<file path="src/rtl/fix_msg_serializer.sv">
// FIX tag/value serializer: turns right-aligned ASCII tag/value pairs into
// "tag=value<SOH>" bytes and closes each message with a "10=NNN<SOH>" trailer.
module fix_msg_serializer #(
  parameter int         TAG_BYTES = 4,
  parameter int         VAL_BYTES = 32,
  parameter logic [7:0] SOH       = 8'h01
) (
  input  logic                   clk,
  input  logic                   rst,
  input  logic [8*TAG_BYTES-1:0] tag_i,
  input  logic [8*VAL_BYTES-1:0] value_i,
  input  logic                   last_i,
  input  logic                   pair_valid_i,
  output logic                   pair_ready_o,
  output logic [7:0]             data_o,
  output logic                   data_valid_o,
  input  logic                   data_ready_i,
  output logic                   msg_done_o,
  output logic                   err_o
);

  localparam int MAX_B0 = (TAG_BYTES > VAL_BYTES) ? TAG_BYTES : VAL_BYTES;
  localparam int MAX_B  = (MAX_B0 > 3) ? MAX_B0 : 3;
  localparam int CW     = $clog2(MAX_B + 1);

  localparam logic [CW-1:0] CNT_ZERO  = {CW{1'b0}};
  localparam logic [CW-1:0] CNT_ONE   = CW'(1);
  localparam logic [CW-1:0] CNT_TWO   = CW'(2);
  localparam logic [CW-1:0] CNT_THREE = CW'(3);

  typedef enum logic [2:0] {
    S_IDLE   = 3'd0,
    S_TAG    = 3'd1,
    S_EQ     = 3'd2,
    S_VAL    = 3'd3,
    S_FSOH   = 3'd4,
    S_CK_TAG = 3'd5,
    S_CK_DIG = 3'd6,
    S_CK_SOH = 3'd7
  } state_t;

  state_t                 state_q, state_d;
  logic [CW-1:0]          cnt_q, cnt_d;
  logic [8*TAG_BYTES-1:0] tag_q, tag_d;
  logic [8*VAL_BYTES-1:0] val_q, val_d;
  logic                   last_q, last_d;
  logic [CW-1:0]          val_len_q, val_len_d;
  logic [7:0]             csum_q, csum_d;
  logic [7:0]             data_q, data_d;
  logic                   data_valid_q, data_valid_d;
  logic                   msg_done_q, msg_done_d;
  logic                   err_q, err_d;

  logic                   xfer_s;
  logic                   accept_s;
  logic                   body_s;
  logic                   tag_zero_s;
  logic [7:0]             byte_s;

  // Number of significant bytes: position of the highest nonzero byte plus one.
  function automatic logic [CW-1:0] tag_len_f(input logic [8*TAG_BYTES-1:0] v);
    logic [CW-1:0] n;
    n = CNT_ZERO;
    for (int i = 0; i < TAG_BYTES; i++) begin
      if (v[8*i +: 8] != 8'h00) n = CW'(i + 1);
    end
    return n;
  endfunction

  function automatic logic [CW-1:0] val_len_f(input logic [8*VAL_BYTES-1:0] v);
    logic [CW-1:0] n;
    n = CNT_ZERO;
    for (int i = 0; i < VAL_BYTES; i++) begin
      if (v[8*i +: 8] != 8'h00) n = CW'(i + 1);
    end
    return n;
  endfunction

  // Byte n-1 (counting from bit 0) of the held field, n being bytes still to send.
  function automatic logic [7:0] tag_byte_f(input logic [8*TAG_BYTES-1:0] v,
                                            input logic [CW-1:0]          n);
    logic [7:0] b;
    b = 8'h00;
    for (int i = 0; i < TAG_BYTES; i++) begin
      if (n == CW'(i + 1)) b = v[8*i +: 8];
    end
    return b;
  endfunction

  function automatic logic [7:0] val_byte_f(input logic [8*VAL_BYTES-1:0] v,
                                            input logic [CW-1:0]          n);
    logic [7:0] b;
    b = 8'h00;
    for (int i = 0; i < VAL_BYTES; i++) begin
      if (n == CW'(i + 1)) b = v[8*i +: 8];
    end
    return b;
  endfunction

  // ASCII decimal digit of the checksum: n=3 hundreds, n=2 tens, otherwise ones.
  function automatic logic [7:0] digit_f(input logic [7:0] c, input logic [CW-1:0] n);
    logic [7:0] d;
    case (n)
      CNT_THREE: d = c / 8'd100;
      CNT_TWO:   d = (c / 8'd10) % 8'd10;
      default:   d = c % 8'd10;
    endcase
    return 8'h30 + d;
  endfunction

  assign xfer_s       = data_valid_q && data_ready_i;
  assign accept_s     = pair_valid_i && (state_q == S_IDLE);
  assign tag_zero_s   = (tag_i == {(8*TAG_BYTES){1'b0}});
  assign body_s       = (state_q == S_TAG) || (state_q == S_EQ) ||
                        (state_q == S_VAL) || (state_q == S_FSOH);
  assign pair_ready_o = (state_q == S_IDLE);
  assign data_o       = data_q;
  assign data_valid_o = data_valid_q;
  assign msg_done_o   = msg_done_q;
  assign err_o        = err_q;

  // State, byte counter, held pair and registered outputs.
  always_ff @(posedge clk or posedge rst) begin
    if (rst) begin
      state_q      <= S_IDLE;
      cnt_q        <= CNT_ZERO;
      tag_q        <= {(8*TAG_BYTES){1'b0}};
      val_q        <= {(8*VAL_BYTES){1'b0}};
      last_q       <= 1'b0;
      val_len_q    <= CNT_ZERO;
      csum_q       <= 8'h00;
      data_q       <= 8'h00;
      data_valid_q <= 1'b0;
      msg_done_q   <= 1'b0;
      err_q        <= 1'b0;
    end else begin
      state_q      <= state_d;
      cnt_q        <= cnt_d;
      tag_q        <= tag_d;
      val_q        <= val_d;
      last_q       <= last_d;
      val_len_q    <= val_len_d;
      csum_q       <= csum_d;
      data_q       <= data_d;
      data_valid_q <= data_valid_d;
      msg_done_q   <= msg_done_d;
      err_q        <= err_d;
    end
  end

  // Next state: every non-idle state moves on only when its byte transfers.
  always_comb begin
    state_d = state_q;
    cnt_d   = cnt_q;
    case (state_q)
      S_IDLE: begin
        if (accept_s && !tag_zero_s) begin
          state_d = S_TAG;
          cnt_d   = tag_len_f(tag_i);
        end else begin
          state_d = S_IDLE;
        end
      end
      S_TAG: begin
        if (xfer_s && cnt_q == CNT_ONE) begin
          state_d = S_EQ;
        end else if (xfer_s) begin
          cnt_d = cnt_q - CNT_ONE;
        end else begin
          cnt_d = cnt_q;
        end
      end
      S_EQ: begin
        if (xfer_s && val_len_q != CNT_ZERO) begin
          state_d = S_VAL;
          cnt_d   = val_len_q;
        end else if (xfer_s) begin
          state_d = S_FSOH;
        end else begin
          state_d = S_EQ;
        end
      end
      S_VAL: begin
        if (xfer_s && cnt_q == CNT_ONE) begin
          state_d = S_FSOH;
        end else if (xfer_s) begin
          cnt_d = cnt_q - CNT_ONE;
        end else begin
          cnt_d = cnt_q;
        end
      end
      S_FSOH: begin
        if (xfer_s && last_q) begin
          state_d = S_CK_TAG;
          cnt_d   = CNT_THREE;
        end else if (xfer_s) begin
          state_d = S_IDLE;
        end else begin
          state_d = S_FSOH;
        end
      end
      S_CK_TAG: begin
        if (xfer_s && cnt_q == CNT_ONE) begin
          state_d = S_CK_DIG;
          cnt_d   = CNT_THREE;
        end else if (xfer_s) begin
          cnt_d = cnt_q - CNT_ONE;
        end else begin
          cnt_d = cnt_q;
        end
      end
      S_CK_DIG: begin
        if (xfer_s && cnt_q == CNT_ONE) begin
          state_d = S_CK_SOH;
        end else if (xfer_s) begin
          cnt_d = cnt_q - CNT_ONE;
        end else begin
          cnt_d = cnt_q;
        end
      end
      S_CK_SOH: begin
        if (xfer_s) begin
          state_d = S_IDLE;
        end else begin
          state_d = S_CK_SOH;
        end
      end
      default: begin
        state_d = S_IDLE;
        cnt_d   = CNT_ZERO;
      end
    endcase
  end

  // Datapath: pair capture, checksum, and the byte presented for the next state.
  always_comb begin
    tag_d        = tag_q;
    val_d        = val_q;
    last_d       = last_q;
    val_len_d    = val_len_q;
    csum_d       = csum_q;
    data_d       = data_q;
    data_valid_d = data_valid_q;
    msg_done_d   = 1'b0;
    err_d        = 1'b0;
    byte_s       = 8'h00;

    if (accept_s) begin
      tag_d     = tag_i;
      val_d     = value_i;
      last_d    = last_i;
      val_len_d = val_len_f(value_i);
      err_d     = tag_zero_s;
    end else begin
      err_d = 1'b0;
    end

    // The trailer is never summed, so the value is frozen once CK_TAG is entered.
    if (xfer_s && body_s) begin
      csum_d = csum_q + data_q;
    end else if (xfer_s && state_q == S_CK_SOH) begin
      csum_d     = 8'h00;
      msg_done_d = 1'b1;
    end else begin
      csum_d = csum_q;
    end

    case (state_d)
      S_TAG:    byte_s = tag_byte_f(tag_d, cnt_d);
      S_EQ:     byte_s = 8'h3D;
      S_VAL:    byte_s = val_byte_f(val_d, cnt_d);
      S_FSOH:   byte_s = SOH;
      S_CK_TAG: byte_s = (cnt_d == CNT_THREE) ? 8'h31 :
                         (cnt_d == CNT_TWO)   ? 8'h30 : 8'h3D;
      S_CK_DIG: byte_s = digit_f(csum_d, cnt_d);
      S_CK_SOH: byte_s = SOH;
      default:  byte_s = 8'h00;
    endcase

    if (state_q == S_IDLE || xfer_s) begin
      data_d       = byte_s;
      data_valid_d = (state_d != S_IDLE);
    end else begin
      data_d       = data_q;
      data_valid_d = data_valid_q;
    end
  end

endmodule
</file>
<file path="config.mk">
export PLATFORM = sky130hd
export DESIGN_NAME = fix_msg_serializer
export DESIGN_NICKNAME = d
export VERILOG_FILES = /design/src/rtl/fix_msg_serializer.sv
export SDC_FILE = /design/constraint.sdc
export NUM_CORES = 1
export LEC_CHECK = 0
export ABC_CLOCK_PERIOD_IN_PS = 10400
export CAP_MARGIN = 15
export CORE_AREA = 2 2 289 177
export DETAILED_ROUTE_END_ITERATION = 12
export DIE_AREA = 0 0 291 179
export GPL_TIMING_DRIVEN = 0
export MAX_ROUTING_LAYER = met4
export PLACE_DENSITY_LB_ADDON = 0.15
export SLEW_MARGIN = 20
export SYNTH_ARGS = -nofsm -noshare
export SYNTH_HDL_FRONTEND = slang
export SYNTH_SLANG_ARGS = --single-unit
</file>
<file path="constraint.sdc">
create_clock -name clk -period 10.4 [get_ports clk]
set_clock_uncertainty 0.15 [all_clocks]
set_input_delay 1.56 -clock clk [delete_from_list [all_inputs] [get_ports clk]]
set_output_delay 1.56 -clock clk [all_outputs]
set_load 0.01 [all_outputs]
</file>
==> results by group, run 1 <==
Run status
  • Status: complete, no violations

Global route
  • Vias in the first global route: 20096
  • Initial antenna violation count: 4
  • First-pass GRT wire length: 138 mm
  • Total GRT Usage: 0.373
  • Largest net degree at the start of global routing: 34
  • GRT overflow: 0

Yosys
  • Post-synthesis cell count: 2457
  • Cell Area, Synth: 19000 µm²
  • YS warnings: 0
  • Netlist cell types: 100
  • Sequential share of the synthesized area: 0.425
  • Mux contribution to synthesized area: 0.0107
  • Synthesized Nets: 2774
  • Synthesized flop and latch total: 323
  • Post-Synth Simple-Gate Area: 0.314
  • Ys flop type: dfrtp_1
  • Avg Inst Size Synth: 7.74 µm²
  • Synth Area in Adders: 0.0162
  • Largest family of logic cells by synthesized area: simple AND/OR/NAND/NOR gates
  • Post-synth EDFFs: 0
  • Xor and xnor fraction of the mapped netlist area: 0.00599
  • Ys async rst share: 1.00
  • Synth Area in Compound Gates: 0.192

Critical path
  • Critical Path Fanout Max: 10
  • Critical path data arrival time: 10.35 ns
  • Endpoint type of the worst setup path: register
  • Worst path required time: 10.69 ns
  • Worst setup SP type: primary input
  • Reg2Reg Depth: 18
  • Reg2reg end: data_o[0]$_DFFE_PP0P_
  • FF-to-FF setup slack: ~1.2 ns
  • FF-to-FF Start: state_q[2]$_DFF_PP0_
  • Crit path kind: primary input to register

Drt
  • Final wirelength: 96.1 mm
  • Vias per cell: a little over 6
  • DR WL/cell: 27.5 µm
  • DRT iter0 DRCs: 2828
  • Drt drc: 0
  • 1st-pass router iterations: 9
  • DR vias: around 22000
  • Final ANT Viol Nets: 0

STA
  • Worst Tran Pin Value: 1.22 ns
  • Setup TNS: 0 ns
  • Fin. Hold Viols: 0
  • RSZ-0062 raised after global routing: no
  • Setup Viol. Count Final: 0
  • Slew headroom: 0.167
  • F_max: 0.0995 GHz
  • Fin crit period: 10.05 ns
  • Final period util: 0.967
  • Slew Limit Fails: 0

Cells and area
  • Final core utilization: 0.487
  • Layout area overhead: 27.7%
  • Proportion of layout cells with a drive suffix above 1: 0.0466
  • # fillers: 4942
  • Nets@finish: 3127

Worst hold path
  • Hold Path Depth: 2
  • Worst hold path class: register to register
  • HP Start: val_q[120]$_DFF_PP0_
  • Worst hold endpoint: val_q[120]$_DFF_PP0_

Clock tree
  • TritonCTS Buffers: 34
  • Quantity of hold-fixing buffers added after cts: 0
  • H-tree lvl count: 2
  • CTS tree: built
  • CTS clock-pin slew for the worst setup and hold paths: around 0.060 ns
  • Clk sinks: 323
  • CTS Buffer Depth: 3
  • Post-CTS sizing: 0
  • Setup bufs post-CTS: 0
  • Worst-skew pair later-pin latency: 0.56 ns
  • Clock root buffer master: clkbuf_16

Pwr
  • Post-layout power: between 2 and 3 mW
  • PwrDens: ~120 nW/µm²
  • LEAKAGE: 10.9 nW
  • Worst IR Drop VDD: 0.0863 mV

Job
  • Max-cap violations: 0

Placed design
  • Routability cong.: 1.03
  • Port bufs: 304
  • HPWL after detailed placement: 75.5 mm

Die
  • Chip width: approximately 290 µm
  • Num rows: 64
  • Core ar.: 49900 µm²
  • Die Height: 179 µm
  • Die ar.: ~52000 µm²
  • IO Count: 305
  • Initial Util: 0.381
-- state kept, by name (all words and copies together), names as in the netlist --
register,flops
err_o,1
data_valid_o,1
state_q,3
data_o,8
val_len_q,6
val_q,256
last_q,1
tag_q,32
cnt_q,6
csum_q,8
msg_done_o,1
-- worst max path at each step --
stage | startpoint | end | depth (start not counted)
floorplan | tag_i[5] | data_o[6]$_DFFE_PP0P_ | 28
global placement | pair_valid_i | data_o[5]$_DFFE_PP0P_ | 16
detailed placement | pair_valid_i | data_o[5]$_DFFE_PP0P_ | 16
CTS | pair_valid_i | data_o[0]$_DFFE_PP0P_ | 18
global route | tag_i[29] | data_o[6]$_DFFE_PP0P_ | 29
finish | pair_valid_i | data_o[0]$_DFFE_PP0P_ | 18
-- synthesized netlist by cell type (9+ instances only) --
library cell    n  area, µm²
ha_1           23        288
a22o_1         11       96.3
nand2_1       991       3720
nor3_1         39        195
a32oi_1        12        105
nand4_1        17        106
a211oi_1       19        143
buf_1          37        139
o22ai_1        11       68.8
mux2i_1         9       90.1
and3_1         12       75.1
o211ai_1       22        165
and2_1         10       62.6
a21oi_1        85        425
nand3_1        67        335
o21ai_0        84        420
nor2_1        136        510
a211o_1        13        114
o2bb2ai_1       9       78.8
a22oi_1        25        188
or4_1          31        233
a21o_1         19        143
a221oi_1       16        140
inv_1          31        116
or2_2           9       56.3
o221ai_1       11       96.3
nor4_1         56        350
o31ai_1        10       75.1
clkbuf_1       84        315
xnor2_1        10       87.6
a31oi_1        37        231
dfrtp_1       323       8080
-- per-stage QoR --
stage,setup slack (ns),hold WS [ns],area (µm²),instances
3_3_place_gp,0.0140,0.302,22900,3421
4_1_cts,0.553,0.320,24300,3493
6_report,0.348,0.323,24300,3499
3_5_place_dp,0.000647,0.306,23100,3434
2_1_floorplan,2.57,0.283,19000,2457
5_1_grt,0.132,0.338,24300,3496
-- worst max-delay path, cell delays in order --
cell and delay (ns):
clkdlybuf4s50_1 0.65, nand2b_1 0.14, nor3_2 0.53, clkbuf_1 0.48
buf_1 0.74, clkbuf_1 0.77, clkbuf_1 0.60, buf_1 0.76
clkbuf_1 0.74, buf_1 0.68, clkbuf_1 0.82, buf_1 0.62
nand2_1 0.12, nand2_1 0.11, o22ai_1 0.10, a211oi_1 0.60
nor2_1 0.10, o21ai_0 0.17
-- area by class of cell --
type | instances | area (µm²) | area share
Multi-Input combinational cell | 1964 | 10300 | 0.423
Sequential cell | 323 | 8080 | 0.333
Timing Repair Buffer | 317 | 3270 | 0.135
Clock buffer | 51 | 1010 | 0.0418
Tap cell | 660 | 826 | 0.0340
Buffer | 132 | 531 | 0.0218
Inverter | 38 | 151 | 0.00623
Clock inverter | 8 | 123 | 0.00505
Antenna cell | 6 | 15.0 | 0.000618
-- kinds of logic (layout without fill, tap and decap cells) --
logic type      Yosys count  after routing
buf+inv                 170            546
other cells               0              6
compound gates          501            501
simple gates           1409           1409
mux                      17             17
flops                   323            323
xor+xnor                 13             13
fa+ha+maj                24             24
-- where the power goes --
group          switching (mW)  internal [mW]
combinational           0.168          0.144
clock                   0.565          0.730
sequential             0.0166           1.31
total                   0.750           2.19
-- routing by layer --
metal / share of wire / vias up / GRT usage / wire [µm]
met4: 0.029 / 0 / 0.101 / 2830
met3: 0.12 / 170 / 0.104 / 11800
met2: 0.39 / 1386 / 0.505 / 38000
li1: - / 9345 / - / -
met5: 0 / - / - / 0
met1: 0.45 / 10609 / 0.540 / 43500
-- layout by cell type, fill, tap and decap left out, types with 11 or more instances in the layout --
cell / n
a22oi_1: 25
inv_1: 30
ha_1: 23
and3_1: 12
a211oi_1: 19
nor4_1: 55
o21ai_0: 84
clkbuf_16: 34
or4_1: 31
nor2_1: 136
nand2_1: 991
nor3_1: 37
a22o_1: 11
buf_1: 37
a32oi_1: 12
o211ai_1: 22
clkdlybuf4s50_1: 304
a21o_1: 19
nand4_1: 17
o221ai_1: 11
a31oi_1: 37
a211o_1: 13
dfrtp_1: 323
o22ai_1: 11
a221oi_1: 16
clkbuf_1: 91
a21oi_1: 84
nand3_1: 67
No activity file was read; power rests on OpenSTA's default activity.
==> run 2, diff against run 1 <==
- ABC_CLOCK_PERIOD_IN_PS: 10400 -> 11100
- clock period: 10.4 -> 11.1 ns (I/O delays scaled with it)
==> run 2 against run 1 <==
Effect of this change:
- critical endpoint is now data_o[5]$_DFFE_PP0P_
- register-to-register slack better by 0.51 ns
- final cell count down 0.17%
- power down 4.9%
- global-route usage up 0.95 points
- hold slack worse by 0.0022 ns
- clock power about the same
- largest cell class unchanged
- die area unchanged
- design area down 0.28%
==> results by group, run 2 (same netlist as run 1, synthesis figures left out) <==
Critical path
  • Crit path kind: primary input to register (unchanged)
  • Worst Path Buf+Inv: 9 (was 10)
  • Critical path data arrival time: 10.60 ns (was 10.35 ns)
  • Family with the most delay on the worst path: buffers and inverters (unchanged)
  • Worst path required time: 11.33 ns (was 10.69 ns)
  • CP Cell Sequence: clkdlybuf4s50_1, nand2b_1, nor3_2, clkbuf_1, buf_1, clkbuf_1, clkbuf_1, buf_1, clkbuf_1, buf_1, buf_1, mux2i_1, a31oi_1, o22a_1, o31ai_1, o211ai_2 (was clkdlybuf4s50_1, nand2b_1, nor3_2, clkbuf_1, buf_1, clkbuf_1, clkbuf_1, buf_1, clkbuf_1, buf_1, clkbuf_1, buf_1, nand2_1, nand2_1, o22ai_1, a211oi_1, nor2_1, o21ai_0)
  • Largest stage delay, worst path: 0.91 ns (was 0.82 ns)
  • Worst setup SP type: primary input (unchanged)
  • Slowest cell on crit path: buf_1 (was clkbuf_1)
  • Critical Path Fanout Max: 10 (unchanged)
  • Endpoint type of the worst setup path: register (unchanged)

Clock tree
  • CTS tree: built (unchanged)
  • TritonCTS Buffers: 35 (was 34)
  • Clock root buffer master: clkbuf_16 (unchanged)
  • Post-CTS sizing: 0 (unchanged)
  • CTS clock-pin slew for the worst setup and hold paths: 0.06 ns (about the same)
  • CTS Buffer Depth: 3 (unchanged)
  • Worst-skew pair later-pin latency: 0.56 ns (about the same)
  • H-tree lvl count: 2 (unchanged)
  • Quantity of hold-fixing buffers added after cts: 0 (unchanged)
  • Setup bufs post-CTS: 0 (unchanged)
  • Clk sinks: 323 (unchanged)

Pwr
  • Post-layout power: 2.79 mW (was 2.94 mW)
  • Psw: 714 µW (was 750 µW)
  • Gate power share: 0.102 (was 0.106)
  • Worst IR Drop VDD: 0.111 mV (was 0.0863 mV)
  • PwrDens: 115 nW/µm² (was 121 nW/µm²)
  • LEAKAGE: 10.9 nW (about the same)
  • Switch share: 0.256 (was 0.255)
  • Int Power: 2.08 mW (was 2.19 mW)
  • Clock Power Share: 0.452 (was 0.441)
  • Sequential power share: 0.446 (was 0.453)

Die
  • Die ar.: 52100 µm² (unchanged)
  • Die Height: 179 µm (unchanged)
  • IO Count: 305 (unchanged)
  • Core ar.: 49900 µm² (unchanged)
  • Num rows: 64 (unchanged)
  • Initial Util: 0.381 (unchanged)
  • Chip width: 291 µm (unchanged)

STA
  • Fin crit period: 10.37 ns
  • Worst Tran Pin Value: 1.18 ns (was 1.22 ns)
  • Slew Limit Fails: 0 (unchanged)
  • Final period util: 0.935
  • F_max: 0.0964 GHz
  • Fin. Hold Viols: 0 (unchanged)
  • Setup TNS: 0 ns (unchanged)
  • Slew headroom: 0.213 (was 0.167)
  • RSZ-0062 raised after global routing: no (unchanged)
  • Final setup margin: 0.727 ns (was 0.348 ns)
  • Setup Viol. Count Final: 0 (unchanged)

Drt
  • DRT iter0 DRCs: 2854 (was 2828)
  • Drt drc: 0 (unchanged)
  • 1st-pass router iterations: 8 (was 9)
  • Vias per cell: 6.12 (was 6.15)
  • DR WL/cell: 28.1 µm (was 27.5 µm)
  • Final ANT Viol Nets: 0 (unchanged)
  • DR vias: 21394 (was 21510)
  • Final wirelength: 98.3 mm (was 96.1 mm)

Global route
  • GRT overflow: 0 (unchanged)
  • Total GRT Usage: 0.383 (was 0.373)
  • First-pass GRT wire length: 140 mm (was 138 mm)
  • Vias in the first global route: 20072 (was 20096)
  • Initial antenna violation count: 5 (was 4)
  • Largest net degree at the start of global routing: 99 (was 34)

Placed design
  • Routability cong.: 1.01 (was 1.03)
  • Post-Place Worst Slack: 0.272 ns (was 0.000647 ns)
  • Placed cell area: 23000 µm² (was 23100 µm²)
  • HPWL after detailed placement: 76.9 mm (was 75.5 mm)
  • Port bufs: 304 (unchanged)

Run status
  • Status: complete, no violations (unchanged)

Cells and area
  • Commonest non-fill, non-tap cell in the layout: nand2_1 (unchanged)
  • # fillers: 4910 (was 4942)
  • Nets@finish: 3121 (was 3127)
  • Largest registers: val_q (256), tag_q (32) (unchanged)
  • Final core utilization: 0.486 (was 0.487)
  • Post-route cell area: 24200 µm² (was 24300 µm²)
  • Proportion of layout cells with a drive suffix above 1: 0.0456 (was 0.0466)
  • Largest register FFs: 256 (unchanged)
  • Most frequent cells in the layout: nand2_1, dfrtp_1, clkdlybuf4s50_1, nor2_1, clkbuf_1 (unchanged)
  • Layout area overhead: 27.4% (was 27.7%)
  • Most flop-heavy register: val_q (unchanged)

Job
  • Max-cap violations: 0 (unchanged)

Worst hold path
  • Worst hold path class: register to register (unchanged)
[run 2: changes by cell type in the layout (fill, tap and decap cells not counted), sizes merged]
cell / delta
buf: -7
bufinv: +1
clkinvlp: +1
inv: +3
clkinv: -1
diode: -3
[run 2: path summary, 6_finish.rpt]
check / end / cells past startpoint / slack [ns] / start
max in group asynchronous: err_o$_DFF_PP0_ / 4 / 8.13 / rst
max: data_o[5]$_DFFE_PP0P_ / 16 / 0.73 / pair_valid_i
min: tag_q[30]$_DFF_PP0_ / 2 / 0.32 / tag_q[30]$_DFF_PP0_
min reg2reg: tag_q[30]$_DFF_PP0_ / 2 / 0.32 / tag_q[30]$_DFF_PP0_
min in group asynchronous: val_q[151]$_DFF_PP0_ / 2 / 1.45 / rst
max reg2reg: data_o[5]$_DFFE_PP0P_ / 16 / 1.73 / state_q[2]$_DFF_PP0_
[run 2: power groups by stage]
stage               clock, mW  sequential [mW]  combinational [mW]
finish                   1.26             1.25               0.286
global route             1.31             1.25               0.304
CTS                      1.26             1.24               0.280
detailed placement          0             1.27               0.279
global placement            0             1.27               0.273
floorplan                   0             1.26              0.0934
[run 2: worst min-delay path, cell delays in order, from the launching register on]
cell,delay [ns]
dfrtp_1,0.32
nand2_1,0.06
nand2_1,0.06
[run 2: final cells by class]
cell class	instances	area, µm²	share of cell area
Antenna cell	3	7.51	0.000310
Buffer	132	531	0.0219
Clock buffer	51	1030	0.0424
Clock inverter	12	163	0.00671
Inverter	38	155	0.00640
Multi-Input combinational cell	1964	10300	0.424
Sequential cell	323	8080	0.334
Tap cell	660	826	0.0341
Timing Repair Buffer	310	3160	0.130
[run 2: metrics by stage]
step / hold WS, ns / cells
final: 0.321 / 3493
after global placement: 0.298 / 3421
after detailed placement: 0.304 / 3427
after CTS: 0.320 / 3490
after global routing: 0.337 / 3493
after floorplan: 0.283 / 2457
[run 2: routing by layer]
layer	track usage	routed length (µm)
met2	0.513	38900
met4	0.0984	2660
met5	-	0
met1	0.557	44700
met3	0.111	12000
